===== src/rtl/scan_sequencer.sv =====
// Scan sequencer for a 2-to-4 line decoder: steps through enabled lines in ascending order,
// holding each active for a programmable dwell with optional blanking between lines.
module scan_sequencer #(
  parameter int unsigned DWELL_W = 8
) (
  input  logic               clk,
  input  logic               rst_n,
  input  logic               run,
  input  logic [DWELL_W-1:0] dwell,
  input  logic [3:0]         blank,
  input  logic [3:0]         mask,
  output logic               a,
  output logic               b,
  output logic               en,
  output logic               wrap,
  output logic               busy
);

  localparam int unsigned CntW = (DWELL_W > 4) ? DWELL_W : 4;

  typedef enum logic [1:0] {StIdle, StActive, StBlank} state_e;

  state_e          state_q;
  logic [1:0]      addr_q;
  logic [CntW-1:0] cnt_q;
  logic            en_q;
  logic            wrap_q;
  logic            busy_q;

  logic [1:0]      low_idx;
  logic [1:0]      nxt_idx;
  logic [1:0]      cand;
  logic            found;
  logic            nxt_wrap;
  logic [CntW-1:0] dwell_ld;
  logic [CntW-1:0] blank_ld;

  always_comb begin
    low_idx = 2'd0;
    for (int i = 3; i >= 0; i--) begin
      if (mask[i]) low_idx = 2'(i);
    end
    // Search upward from current+1; the fourth candidate is the current line itself.
    nxt_idx = addr_q;
    cand    = addr_q;
    found   = 1'b0;
    for (int i = 1; i <= 4; i++) begin
      cand = addr_q + 2'(i);
      if (!found && mask[cand]) begin
        nxt_idx = cand;
        found   = 1'b1;
      end
    end
    nxt_wrap = (nxt_idx <= addr_q);
    dwell_ld = (dwell == '0) ? '0 : CntW'(dwell - DWELL_W'(1));
    blank_ld = CntW'(blank - 4'd1);
  end

  always_ff @(posedge clk or negedge rst_n) begin
    if (!rst_n) begin
      state_q <= StIdle;
      addr_q  <= 2'd0;
      cnt_q   <= '0;
      en_q    <= 1'b0;
      wrap_q  <= 1'b0;
      busy_q  <= 1'b0;
    end else begin
      wrap_q <= 1'b0;
      unique case (state_q)
        StIdle: begin
          en_q   <= 1'b0;
          busy_q <= 1'b0;
          if (run && (mask != 4'd0)) begin
            state_q <= StActive;
            addr_q  <= low_idx;
            cnt_q   <= dwell_ld;
            en_q    <= 1'b1;
            busy_q  <= 1'b1;
          end
        end
        StActive: begin
          if (cnt_q != '0) begin
            cnt_q <= cnt_q - CntW'(1);
          end else if (!run || (mask == 4'd0)) begin
            state_q <= StIdle;
            en_q    <= 1'b0;
            busy_q  <= 1'b0;
          end else if (blank == 4'd0) begin
            addr_q <= nxt_idx;
            wrap_q <= nxt_wrap;
            cnt_q  <= dwell_ld;
          end else begin
            state_q <= StBlank;
            cnt_q   <= blank_ld;
            en_q    <= 1'b0;
          end
        end
        StBlank: begin
          if (!run || ((cnt_q == '0) && (mask == 4'd0))) begin
            state_q <= StIdle;
            busy_q  <= 1'b0;
          end else if (cnt_q != '0) begin
            cnt_q <= cnt_q - CntW'(1);
          end else begin
            state_q <= StActive;
            addr_q  <= nxt_idx;
            wrap_q  <= nxt_wrap;
            cnt_q   <= dwell_ld;
            en_q    <= 1'b1;
          end
        end
        default: begin
          state_q <= StIdle;
          en_q    <= 1'b0;
          busy_q  <= 1'b0;
        end
      endcase
    end
  end

  assign a    = addr_q[1];
  assign b    = addr_q[0];
  assign en   = en_q;
  assign wrap = wrap_q;
  assign busy = busy_q;

endmodule

===== config.mk =====
export PLATFORM = sky130hd
export DESIGN_NAME = scan_sequencer
export DESIGN_NICKNAME = d
export VERILOG_FILES = /design/src/rtl/scan_sequencer.sv
export SDC_FILE = /design/constraint.sdc
export NUM_CORES = 1
export LEC_CHECK = 0
export CORE_ASPECT_RATIO = 1.5
export CORE_UTILIZATION = 49
export DETAILED_ROUTE_END_ITERATION = 8
export PLACE_DENSITY = 0.88
export SETUP_SLACK_MARGIN = 0.02
export SYNTH_ARGS = -nofsm -noshare
export SYNTH_HDL_FRONTEND = slang
export SYNTH_SLANG_ARGS = --single-unit

===== constraint.sdc =====
create_clock -name clk -period 2 [get_ports clk]
set_input_delay 0.6 -clock clk [delete_from_list [all_inputs] [get_ports clk]]
set_output_delay 0.6 -clock clk [all_outputs]
set_load 0.01 [all_outputs]

==> impl_results.md <==
* Critical Path Fanout Max at 3
* DP Worst Slack at -0.664 ns
* WS Path Type: reg -> reg
* Failing checks: negative setup slack
* Worst R2R End: cnt_q[3]
* Vias per cell at 6.96
* Hold Path Stages at 1
* Slew margin rel. at 66.6%
* Filler cells at 115
* Cells on worst reg2reg path at 8
* Die Wd at 49.0 um
* Status: finished, violations left
* Final setup fails at 12
* Number of global-route vias before repair at 2237
* Fin crit period at 2.42 ns
* Mapped Nets at 231
* F_max at 414 MHz
* Top FF cell, synth: dfrtp_1
* Largest net degree at the start of global routing at 16
* Die Area at 3550 um^2
* Clock-pin slew on the worst setup and hold paths at 0.07 ns
* Core area at 3160 um^2
* Multi-input combinational cell area at 1500 um^2
* Input/output buffers at 23
* Residual DRC at 0
* Avg WL per Cell at 24.4 um
* Netlist cell types at 58
* Leading area contributor after synthesis: dfrtp_1
* TritonCTS buffer count at 3
* Hold endpoint: busy
* Clock Tree Buf Depth at 2
* Avg Cell Area, Syn at 8.08 um^2
* Hold Path Origin: busy
* Clock skew at 0.00711 ns
* Total grt overflow at 0
* Initial Utilization at 51.4%
* Data required, critical path at 2.12 ns
* R2r setup slk at -0.42 ns
* Post-CTS Hold Buffers at 0
* Setup WS post-layout at -0.418 ns
* Worst path arrival time at 2.54 ns
* Worst slew pin tran at 0.498 ns
* Pre-Repair DR Iteration Count at 5
* Worst vdd ir at 837 uV
* Sequential Area at 375 um^2
* Reg-to-reg critical path startpoint: cnt_q[0]
* Ports at 24
* Hold crit path type: reg -> reg
* Synth Register Bits at 15
* Worst Hold Slack at 0.525 ns
* DRT iter0 DRCs at 206
* Fin util at 90.5%
* Clock sinks at 15
* Layout cell share with drive strength beyond 1 at 50.0%
* Largest cells by area after synthesis: dfrtp_1, ha_1, a21oi_1
* Power density over the cells at 1450 nW/um^2
* Die height at 72.5 um
* TritonCTS clock tree: yes
* EDFF count, synth at 0
* LEAKAGE at 1.27 nW
* Antenna-violating nets left at 0
* Final WL at 8.28 mm
* Post-placement cell count at 319
* Final net count at 331
* Syn Std Cell Area at 1620 um^2
* Tcrit/Tclk final at 121%
* H-tree Lvls at 1
* Sequential fraction of the synthesis area at 23.1%
* Routed vias at 2365
* CP endpoint kind: flop
* Initial antenna violation count at 0
* Top cell type's share of synthesized area at 23.1%
* Root Driver: clkbuf_8
* Final Wtd Congestion at 0.898
* Final hold violations at 0
* Row cnt at 25
* First-pass GRT wire length at 10.3 mm
* Ys Warns at 0
* Clock latency on the worst-skew pair at 0.26 ns
* Top-count cell post-synth: nor2_1
* Antenna cells at 0
* Fin. max-slew vios at 0
* Total track usage at 38.1%
* Cells after Synth at 201
* Post-Layout Cell Count at 340
* Synth top cells by count: nor2_1, a21oi_1, dfrtp_1, inv_1, o21ai_0
* MaxCap Viol Count at 0
* Worst setup SP type: flop
* Ys async rst share at 100%
* RSZ-0062 raised after global routing: true
* Area growth syn-to-layout at 76.1%
* HPWL after detailed placement at 4.10 mm
[placed cells by master (no fill, tap or decap), types with 3 or more instances in the layout]
| cell type | Yosys | routed |
|---|---|---|
| dlymetal6s2s_1 | 0 | 3 |
| nor2_2 | 0 | 4 |
| o31ai_1 | 6 | 4 |
| buf_6 | 2 | 12 |
| dfrtp_1 | 15 | 15 |
| ha_2 | 0 | 3 |
| nor3_1 | 7 | 7 |
| clkbuf_8 | 0 | 3 |
| xnor2_1 | 4 | 4 |
| buf_4 | 1 | 65 |
| inv_1 | 15 | 10 |
| a21oi_2 | 1 | 5 |
| o21ai_0 | 13 | 5 |
| mux2i_1 | 3 | 3 |
| clkbuf_2 | 0 | 4 |
| o21ai_1 | 0 | 4 |
| mux2_4 | 0 | 3 |
| nor2_1 | 24 | 18 |
| nand2_1 | 12 | 9 |
| nand2b_1 | 5 | 5 |
| inv_2 | 0 | 5 |
| a21oi_1 | 19 | 13 |
| ha_1 | 11 | 6 |
| clkdlybuf4s50_1 | 0 | 12 |
| a22o_1 | 3 | 3 |
[metrics by stage]
step	cell area (um^2)	setup TNS (ns)	power, mW
2_1_floorplan	1650	-0.469	1.92
3_3_place_gp	2340	-7.42	2.74
6_report	2860	-2.93	4.14
3_5_place_dp	2340	-8.45	2.85
4_1_cts	2570	-0.993	3.33
5_1_grt	2860	-3.13	4.28
[power breakdown]
part / total [mW] / internal, mW / switching (mW)
registers: 0.590 / 0.444 / 0.146
logic: 3.29 / 1.49 / 1.80
clock network: 0.260 / 0.142 / 0.118
[critical path: stages, from the launching register on]
cell,delay [ns]
dfrtp_1,0.42
inv_2,0.09
ha_4,0.12
or4b_4,0.51
buf_4,0.18
nor4_2,0.46
nand2_1,0.18
a21oi_1,0.20
o31ai_1,0.12
[worst max-delay path by stage]
stage                     startpoint  cells after the start  endpoint
after floorplan             cnt_q[1]                      7  cnt_q[6]
final                       cnt_q[0]                      8  cnt_q[3]
after global routing        cnt_q[1]                      8  cnt_q[3]
after detailed placement     mask[3]                      9      wrap
after CTS                   cnt_q[0]                      7  cnt_q[6]
after global placement       mask[3]                      9      wrap
[routing by layer]
metal / vias up / share of wire [%] / wire length (um) / track usage, %
met4: 0 / 12 / 962 / 31.4
met1: 1058 / 31 / 2570 / 36.2
met5: - / 0 / 0 / 0
li1: 955 / - / - / -
met2: 242 / 48 / 3980 / 71.3
met3: 110 / 9.2 / 760 / 5.66
[cells by family (layout without fill, tap and decap cells)]
group / Yosys count / after routing / share of synthesized area [%]
fa+ha+maj: 11 / 11 / 8.47
xor+xnor: 6 / 6 / 3.24
buf+inv: 21 / 120 / 6.32
simple gates: 69 / 69 / 22.5
mux: 6 / 6 / 3.93
flops: 15 / 15 / 23.1
compound gates: 73 / 73 / 32.4
[repair_timing]
| action | 4_1_cts | 5_1_grt |
|---|---|---|
| buffers inserted | 6 | 14 |
| resized for setup | 49 | 64 |
| setup endpoints to repair | 15 | 15 |
| pin swaps | 22 | 22 |
[state kept, by name (all words and copies together) (netlist names)]
signal and cells:
state_q 2, en 1, addr_q 2, wrap 1
busy 1, cnt_q 8
[final cells by class]
class / instances / area share [%]
Tap cell: 40 / 1.75
Timing Repair Buffer: 100 / 29.1
Clock buffer: 4 / 1.57
Multi-Input combinational cell: 165 / 52.3
Inverter: 16 / 2.10
Sequential cell: 15 / 13.1
(Power assumes the default switching activity.)
